--- src/rtl/fifo_xfer_ctrl_if.sv ---
// rtl/fifo_xfer_ctrl_if.sv - control, FIFO and engine signal bundle for fifo_xfer_ctrl
interface fifo_xfer_ctrl_if #(
    parameter int LEN_WIDTH = 16
);
    logic                 start;
    logic                 dir;
    logic [LEN_WIDTH-1:0] len;
    logic                 abort;
    logic                 busy;
    logic                 done;
    logic                 aborted;
    logic [LEN_WIDTH-1:0] xfer_cnt;

    logic                 fifo_rd_en;
    logic [31:0]          fifo_rdata;
    logic                 fifo_empty;
    logic                 fifo_wr_en;
    logic [31:0]          fifo_wdata;
    logic                 fifo_full;

    logic                 eng_tx_valid;
    logic [31:0]          eng_tx_data;
    logic                 eng_tx_ready;
    logic                 eng_rx_valid;
    logic [31:0]          eng_rx_data;
    logic                 eng_rx_ready;

    modport slave (
        input  start, dir, len, abort,
        input  fifo_rdata, fifo_empty, fifo_full,
        input  eng_tx_ready, eng_rx_valid, eng_rx_data,
        output busy, done, aborted, xfer_cnt,
        output fifo_rd_en, fifo_wr_en, fifo_wdata,
        output eng_tx_valid, eng_tx_data, eng_rx_ready
    );

    modport master (
        output start, dir, len, abort,
        output fifo_rdata, fifo_empty, fifo_full,
        output eng_tx_ready, eng_rx_valid, eng_rx_data,
        input  busy, done, aborted, xfer_cnt,
        input  fifo_rd_en, fifo_wr_en, fifo_wdata,
        input  eng_tx_valid, eng_tx_data, eng_rx_ready
    );
endinterface

--- src/rtl/fifo_xfer_ctrl.sv ---
// rtl/fifo_xfer_ctrl.sv - moves len words between a FIFO and a streaming engine in either direction
module fifo_xfer_ctrl #(
    parameter int LEN_WIDTH = 16
) (
    input  logic             clk,
    input  logic             reset,
    fifo_xfer_ctrl_if.slave  bus
);
    typedef enum logic [2:0] {IDLE, TX_RD, TX_HOLD, RX, DONE} state_t;

    state_t               state;
    state_t               state_nxt;
    logic [LEN_WIDTH-1:0] len_q;
    logic [LEN_WIDTH-1:0] cnt_q;
    logic [LEN_WIDTH-1:0] cnt_inc;
    logic                 aborted_q;
    logic                 active;
    logic                 rd_en;
    logic                 rx_ready;
    logic                 tx_hs;
    logic                 rx_hs;

    // Equality against len stops the count before it can wrap, even for len = all ones.
    assign cnt_inc  = cnt_q + LEN_WIDTH'(1);
    assign active   = (state == TX_RD) || (state == TX_HOLD) || (state == RX);
    assign rd_en    = (state == TX_RD) && !bus.fifo_empty && !bus.abort;
    assign rx_ready = (state == RX) && !bus.fifo_full && !bus.abort;
    assign tx_hs    = (state == TX_HOLD) && bus.eng_tx_ready;
    assign rx_hs    = rx_ready && bus.eng_rx_valid;

    assign bus.busy         = (state != IDLE);
    assign bus.done         = (state == DONE);
    assign bus.aborted      = aborted_q;
    assign bus.xfer_cnt     = cnt_q;
    assign bus.fifo_rd_en   = rd_en;
    assign bus.fifo_wr_en   = rx_hs;
    assign bus.fifo_wdata   = bus.eng_rx_data;
    assign bus.eng_tx_valid = (state == TX_HOLD);
    assign bus.eng_tx_data  = bus.fifo_rdata;
    assign bus.eng_rx_ready = rx_ready;

    always_comb begin
        state_nxt = state;
        case (state)
            IDLE: begin
                if (bus.start) begin
                    if (bus.len == '0)  state_nxt = DONE;
                    else if (bus.dir)   state_nxt = RX;
                    else                state_nxt = TX_RD;
                end
            end
            TX_RD: begin
                if (bus.abort)      state_nxt = DONE;
                else if (rd_en)     state_nxt = TX_HOLD;
            end
            TX_HOLD: begin
                // An unacknowledged word is dropped on abort; an acknowledged one still counts.
                if (bus.abort)      state_nxt = DONE;
                else if (tx_hs)     state_nxt = (cnt_inc == len_q) ? DONE : TX_RD;
            end
            RX: begin
                if (bus.abort)                      state_nxt = DONE;
                else if (rx_hs && cnt_inc == len_q) state_nxt = DONE;
            end
            DONE:    state_nxt = IDLE;
            default: state_nxt = IDLE;
        endcase
    end

    always_ff @(posedge clk or posedge reset) begin
        if (reset) state <= IDLE;
        else        state <= state_nxt;
    end

    always_ff @(posedge clk or posedge reset) begin
        if (reset) begin
            len_q     <= '0;
            cnt_q     <= '0;
            aborted_q <= 1'b0;
        end else begin
            if (state == IDLE && bus.start) begin
                len_q     <= bus.len;
                cnt_q     <= '0;
                aborted_q <= 1'b0;
            end else begin
                if (tx_hs || rx_hs)       cnt_q     <= cnt_inc;
                if (active && bus.abort)  aborted_q <= 1'b1;
            end
        end
    end
endmodule
--- src/flat_wrapper.sv ---
// flat-port wrapper written by rule: the top's interface ports become plain ports
module fifo_xfer_ctrl_flat 
#(
    parameter int LEN_WIDTH = 16
)
  (clk, reset, bus_start, bus_dir, bus_len, bus_abort, bus_fifo_rdata, bus_fifo_empty, bus_fifo_full, bus_eng_tx_ready, bus_eng_rx_valid, bus_eng_rx_data, bus_busy, bus_done, bus_aborted, bus_xfer_cnt, bus_fifo_rd_en, bus_fifo_wr_en, bus_fifo_wdata, bus_eng_tx_valid, bus_eng_tx_data, bus_eng_rx_ready);
  fifo_xfer_ctrl_if #(.LEN_WIDTH(LEN_WIDTH)) bus_i ();
  input  logic clk;
  input  logic reset;
  input wire logic [$bits(bus_i.start)-1:0] bus_start;
  input wire logic [$bits(bus_i.dir)-1:0] bus_dir;
  input wire logic [$bits(bus_i.len)-1:0] bus_len;
  input wire logic [$bits(bus_i.abort)-1:0] bus_abort;
  input wire logic [$bits(bus_i.fifo_rdata)-1:0] bus_fifo_rdata;
  input wire logic [$bits(bus_i.fifo_empty)-1:0] bus_fifo_empty;
  input wire logic [$bits(bus_i.fifo_full)-1:0] bus_fifo_full;
  input wire logic [$bits(bus_i.eng_tx_ready)-1:0] bus_eng_tx_ready;
  input wire logic [$bits(bus_i.eng_rx_valid)-1:0] bus_eng_rx_valid;
  input wire logic [$bits(bus_i.eng_rx_data)-1:0] bus_eng_rx_data;
  output wire logic [$bits(bus_i.busy)-1:0] bus_busy;
  output wire logic [$bits(bus_i.done)-1:0] bus_done;
  output wire logic [$bits(bus_i.aborted)-1:0] bus_aborted;
  output wire logic [$bits(bus_i.xfer_cnt)-1:0] bus_xfer_cnt;
  output wire logic [$bits(bus_i.fifo_rd_en)-1:0] bus_fifo_rd_en;
  output wire logic [$bits(bus_i.fifo_wr_en)-1:0] bus_fifo_wr_en;
  output wire logic [$bits(bus_i.fifo_wdata)-1:0] bus_fifo_wdata;
  output wire logic [$bits(bus_i.eng_tx_valid)-1:0] bus_eng_tx_valid;
  output wire logic [$bits(bus_i.eng_tx_data)-1:0] bus_eng_tx_data;
  output wire logic [$bits(bus_i.eng_rx_ready)-1:0] bus_eng_rx_ready;
  assign bus_i.start = bus_start;
  assign bus_i.dir = bus_dir;
  assign bus_i.len = bus_len;
  assign bus_i.abort = bus_abort;
  assign bus_i.fifo_rdata = bus_fifo_rdata;
  assign bus_i.fifo_empty = bus_fifo_empty;
  assign bus_i.fifo_full = bus_fifo_full;
  assign bus_i.eng_tx_ready = bus_eng_tx_ready;
  assign bus_i.eng_rx_valid = bus_eng_rx_valid;
  assign bus_i.eng_rx_data = bus_eng_rx_data;
  assign bus_busy = bus_i.busy;
  assign bus_done = bus_i.done;
  assign bus_aborted = bus_i.aborted;
  assign bus_xfer_cnt = bus_i.xfer_cnt;
  assign bus_fifo_rd_en = bus_i.fifo_rd_en;
  assign bus_fifo_wr_en = bus_i.fifo_wr_en;
  assign bus_fifo_wdata = bus_i.fifo_wdata;
  assign bus_eng_tx_valid = bus_i.eng_tx_valid;
  assign bus_eng_tx_data = bus_i.eng_tx_data;
  assign bus_eng_rx_ready = bus_i.eng_rx_ready;
  fifo_xfer_ctrl #(.LEN_WIDTH(LEN_WIDTH)) u_core (.clk(clk), .reset(reset), .bus(bus_i));
endmodule
--- config.mk ---
export PLATFORM = sky130hd
export DESIGN_NAME = fifo_xfer_ctrl_flat
export DESIGN_NICKNAME = d
export VERILOG_FILES = /design/src/rtl/fifo_xfer_ctrl_if.sv /design/src/rtl/fifo_xfer_ctrl.sv /design/src/flat_wrapper.sv
export SDC_FILE = /design/constraint.sdc
export NUM_CORES = 1
export LEC_CHECK = 0
export ABC_AREA = 1
export CORE_MARGIN = 3
export CORE_UTILIZATION = 34
export DETAILED_ROUTE_END_ITERATION = 8
export PLACE_DENSITY = 0.79
export RECOVER_POWER = 100
export SETUP_SLACK_MARGIN = 0.02
export SLEW_MARGIN = 20
export SYNTH_ARGS = -nofsm -noshare
export SYNTH_HDL_FRONTEND = slang
export SYNTH_SLANG_ARGS = --single-unit
--- constraint.sdc ---
create_clock -name clk -period 1.8 [get_ports clk]
set_clock_uncertainty 0.15 [all_clocks]
set_input_delay 0.36 -clock clk [delete_from_list [all_inputs] [get_ports clk]]
set_output_delay 0.36 -clock clk [all_outputs]
set_load 0.01 [all_outputs]
After elaboration in Yosys (flattened, before gate mapping)
Cells that the tools add are included.
{ "totals": {"register_bits": 36, "in_bits": 89, "output_inout_bits": 87, "elab_cells": 50} }
{ "op_classes": {"addsub": 1, "n_eq_ne": 9, "muxes": 15, "reduce_logical": 21} }
{ "op_table": {"columns": ["operator", "n"], "rows": [
  ["2-to-1 mux 16 bit", 2],
  ["2-to-1 mux 3 bit", 9],
  ["adder 16 x 1 -> 16 bit (second input constant)", 1],
  ["equality test 16 bit", 1],
  ["zero test 16 bit", 1],
  ["case mux 3 bit (4 select lines)", 1],
  ["logical AND 1 bit", 9],
  ["equality test 3 x 2 -> 1 bit (second input constant)", 2],
  ["!= test 3 bit (second input constant)", 2],
  ["AND reduction 4 bit", 1],
  ["nonzero test 2 bit", 2],
  ["equality test 3 x 1 -> 1 bit (second input constant)", 1],
  ["equality test 3 bit (second input constant)", 1],
  ["zero test 1 bit", 3],
  ["zero test 3 bit", 1],
  ["logical OR 1 bit", 3],
  ["!= test 3 x 2 -> 1 bit (second input constant)", 1],
  ["nonzero test 3 bit", 1],
  ["2-to-1 mux 1 bit", 2],
  ["2-to-1 mux 2 bit", 1],
  ["!= test 2 bit (second input constant)", 1]
]} }

Longest topological paths before layout
{ "depth": {"depth_word": 8, "depth_mapped": 16, "mapped_depth_nobuf": 16} }

Worst setup path before layout
OpenSTA, ideal clock, no wires.
{ "synth_timing": {"path_kind": "reg-to-reg", "start": "register u_core.cnt_q[0], in the netlist u_core.bus.xfer_cnt[0]", "end": "register u_core.state[0]", "setup_ps": 116, "t_arrival_ps": 1768, "required_time_ps": 1534, "setup_slack_ps": -234, "stages_incl_launch_ff": 17, "n_path_buf": 0, "synth_period_minus_slack_ps": 2034, "path_cell_list": "dfrtp_1 -> ha_1 -> nand3_1 -> nor2_2 -> inv_1 -> nand2_1 -> nand2_1 -> nand2_1 -> nand2_1 -> nor2_1 -> nand2_1 -> nor2_2 -> nand3_2 -> nand2_2 -> nand2_2 -> nand2_1 -> nand2_1"} }
{ "synth_between": {"elab_chain_len": 6, "elab_cells_between_ends": 9, "classes_between": "add/sub: 1; eq/ne: 2; mux: 4; reduce/logical: 2"} }
{ "synth_lines": {"columns": ["item", "line_no", "source"], "rows": [
  ["start, declared", "fifo_xfer_ctrl.sv:14", "logic [LEN_WIDTH-1:0] cnt_q;"],
  ["start signal, assigned", "fifo_xfer_ctrl.sv:86", "if (tx_hs || rx_hs) cnt_q <= cnt_inc;"],
  ["adder 16 x 1 -> 16 bit (*)", "fifo_xfer_ctrl.sv:24", "assign cnt_inc = cnt_q + LEN_WIDTH'(1);"],
  ["equality test 16 bit (*)", "fifo_xfer_ctrl.sv:59, fifo_xfer_ctrl.sv:63", null],
  ["2-to-1 mux 3 bit (2 in a row)", "fifo_xfer_ctrl.sv:59", "else if (tx_hs) state_nxt = (cnt_inc == len_q) ? DONE : TX_RD;"],
  ["2-to-1 mux 3 bit", "fifo_xfer_ctrl.sv:58", "if (bus.abort) state_nxt = DONE;"],
  ["case mux 3 bit (4 select lines)", "fifo_xfer_ctrl.sv:44", "case (state)"],
  ["end signal, assigned", "fifo_xfer_ctrl.sv:72", "else state <= state_nxt;"],
  ["end, declared", "fifo_xfer_ctrl.sv:11", "state_t state;"]
]} }
Every way passes the cells marked *; elsewhere a longest branch is shown, timed or not. The select of a mux whose other input is x is not followed.
A chain may end at the register's enable or synchronous reset.

Worst setup path in the final report
{ "layout_timing": {"start": "register u_core.cnt_q[1], in the netlist u_core.bus.xfer_cnt[1]", "end": "register u_core.state[0]"} }
The elaborated chain is that of the path after synthesis.

==> results.toml <==
[timing]
hold_slack_ps = 349.2
post-route-min-period_ps = 2159
worst_slack_ps = -359.5
rsz0062_at_grt = "true"
hold_viol_final = 0
relSlewSlack_pct = 38.10
finalCritPeriodShare_pct = 120.0
setup_viol = 17
max_freq_mhz = 463.1
setup_tns_ps = -1344
worst_slew_pin_slew_ps = 928.5
final_max_slew_viol_count = 0

[placed_design]
gp_congestion = 0.8808
port_buffers = 47
placed_area_sq_um = 3366
dp_hpwl_um = 5327

[outcome]
status = "finished with violations"
violations = "setup timing"

[layout]
register_area_sq_um = 904.6
final_nets = 540
syn2layout_area_growth_pct = 35.65
num_antenna_cells = 0
utilization_pct = 47.80
n_fill_cell = 742
multi_input_area_sq_um = 1373
postLayoutCellArea_sq_um = 3732
drive_gt1_share_pct = 31.93

[synthesis]
yosysMostFrequentCell = "nand2_1"
synth_fp_nets = 478
synth_common_cells = "104 x nand2_1, 65 x buf_4, 46 x inv_1"
synth_top_cell_by_area = "dfrtp_1"
synthFlopType = "dfrtp_1"
syn_inst = 388
ys_seq_area_share_pct = 32.74
ys_ff_latch = 36
synthDominantCellAreaShare_pct = 32.74
avgSynthCellArea_sq_um = 7.091
synth.distinct_cells = 31
async_flop_share_pct = 100.0
synthTopCellsByArea = "dfrtp_1 33%, buf_4 18%, nand2_1 14%, nand3_1 6.5%, inv_1 6.3%"
synth-edff-count = 0
netlist_area_sq_um = 2751
yosysWarningCount = 0

[routing]
ant_nets = 0
post_drt_wl_per_cell_um = 13.61
drt_first_pass_iters = 4
wl_um = 7527
drt_iter0_markers = 182
drc = 0
vias = 2690
via_per_inst = 4.864

[global_routing]
antenna_found_initial = 0
grt_max_degree = 37
grtUsageTotal_pct = 15.77
grt_pass1_wl_um = 11490
gr-total-overflow = 0
first_global_vias = 2644

[cts]
postCtsHoldBufs = 0
clockBufferDepth = 2
clk_latency_ps = 290
numCtsBuffers = 5
root_buffer = "clkbuf_8"
cts.sinks = 36
cts_tree = "built"
path_clk_slew_ps = 80
cts_max_level = 2

[critical_path]
crit_type = "flip-flop to flip-flop"
start_kind = "flip-flop"
cp.arrival_ps = 2200
end_kind = "flip-flop"
reg2reg_slack_ps = -360
critPathMaxFanout = 6
required_ps = 1840

[pwr]
p_leak_nw = 1.772
p_per_area_nw_per_um2 = 1030
vdd_ir_drop_max_v = 0.0008709

[floorplan]
die_h_um = 95.96
initial_core_util_pct = 35.24
std_cell_rows = 32
die_x_um = 95.96
core-area_sq_um = 7807
die_area_sq_um = 9207
ios = 176

[worst_hold_path]
hp-class = "flip-flop to flip-flop"

[run]
drv_cap = 0
## kinds of logic (layout without fill, tap and decap cells)
kind of cell             count (synthesis)  in the layout  share of synthesized area [%]
AND/OR/NAND/NOR                        194            194                          32.61
adder cells (fa/ha/maj)                  1              1                         0.4547
XOR/XNOR                                 5              5                          2.092
buffers and inverters                  116            179                          24.78
flip-flops                              36             36                          32.74
AO/OA/AOI/OAI                           36             36                          7.322
## layout make-up
type | count | share of cell area (%)
Clock buffer | 5 | 1.844
Sequential cell | 36 | 24.24
Tap cell | 102 | 3.419
Inverter | 47 | 4.827
Clock inverter | 3 | 0.6369
Timing Repair Buffer | 124 | 28.26
Multi-Input combinational cell | 236 | 36.78
## where the power goes
group / switching (mW) / total [mW] / internal, mW / leakage [nW]
Sequential: 0.160 / 1.21 / 1.05 / 0.465
Combinational: 1.06 / 2.03 / 0.967 / 1.27
Clock: 0.332 / 0.606 / 0.274 / 0.0404
## timing repair
item / CTS / global route
resized for setup: 61 / 53
endpoints found under the setup margin: 25 / 45
gates cloned: 0 / 1
buffers inserted: 10 / 5
pin swaps: 13 / 23
hold endpoints to repair: 0 / 0
## sequential cells by signal (all words and copies together) (netlist names)
signal / cells
u_core.bus.xfer_cnt: 16
u_core.state: 3
u_core.bus.aborted: 1
u_core.len_q: 16
## layer usage
layer / wire, um / global-route usage [%] / vias to the layer above
met4: 152 / 5.332 / 0
met5: 0 / 0 / -
met1: 3016 / 18.17 / 1223
met2: 3814 / 28.84 / 133
li1: - / - / 1313
met3: 545 / 3.206 / 21
## critical path, cell delays in order, from the launching register on
cell	delay, ps
dfrtp_1	410
buf_6	130
nand2_1	70
nor2_4	240
nand2_2	100
nand2_2	70
nand2_1	50
nand2_1	50
nand3_1	80
nor2_2	130
nand2_2	70
nor2_4	130
nand3_2	100
nand2_2	90
nand2_2	50
nand2_1	60
nand2_1	50
## path summary, 6_finish.rpt
path,start,endpoint,depth (start not counted)
max in group asynchronous,reset,u_core.bus.xfer_cnt[3]$_DFFE_PP0P_,3
min,u_core.len_q[11]$_DFFE_PP0P_,u_core.len_q[11]$_DFFE_PP0P_,2
min in group asynchronous,reset,u_core.bus.xfer_cnt[1]$_DFFE_PP0P_,3
max reg2reg,u_core.bus.xfer_cnt[1]$_DFFE_PP0P_,u_core.state[0]$_DFFE_PP0P_,16
max,u_core.bus.xfer_cnt[1]$_DFFE_PP0P_,u_core.state[0]$_DFFE_PP0P_,16
min reg2reg,u_core.len_q[11]$_DFFE_PP0P_,u_core.len_q[11]$_DFFE_PP0P_,2
## metrics by stage
| stage | power [mW] | instances | setup WS (ps) |
|---|---|---|---|
| floorplan | 2.245 | 388 | -198.5 |
| global placement | 2.821 | 531 | -523.0 |
| detailed placement | 2.873 | 531 | -560.2 |
| CTS | 3.568 | 548 | -336.6 |
| global route | 4.103 | 553 | -526.0 |
| finish | 3.843 | 553 | -359.5 |
## cell usage in the layout, fill, tap and decap left out, types with 2 or more instances in the layout
cell type | synthesis | final
dfrtp_2 | 0 | 3
clkbuf_8 | 0 | 5
o22ai_1 | 8 | 3
o22ai_2 | 0 | 5
buf_4 | 65 | 52
inv_1 | 46 | 39
clkdlybuf4s50_1 | 0 | 23
buf_6 | 0 | 11
nand2_1 | 104 | 95
inv_2 | 1 | 7
xor2_1 | 2 | 2
nand2_4 | 1 | 3
o21ai_0 | 22 | 18
nor2_2 | 4 | 7
clkbuf_4 | 0 | 5
dfrtp_1 | 36 | 33
buf_2 | 2 | 2
nand2_2 | 3 | 9
clkbuf_1 | 2 | 7
o21ai_1 | 1 | 5
clkinvlp_4 | 0 | 3
nand3_2 | 2 | 8
nor2_4 | 5 | 10
nor4_1 | 4 | 4
nand4_1 | 11 | 11
buf_12 | 0 | 3
clkdlybuf4s15_1 | 0 | 2
dlygate4sd2_1 | 0 | 15
nor2_1 | 19 | 11
nand3_1 | 36 | 30
clkbuf_2 | 0 | 3
No activity file was read; power rests on OpenSTA's default activity.
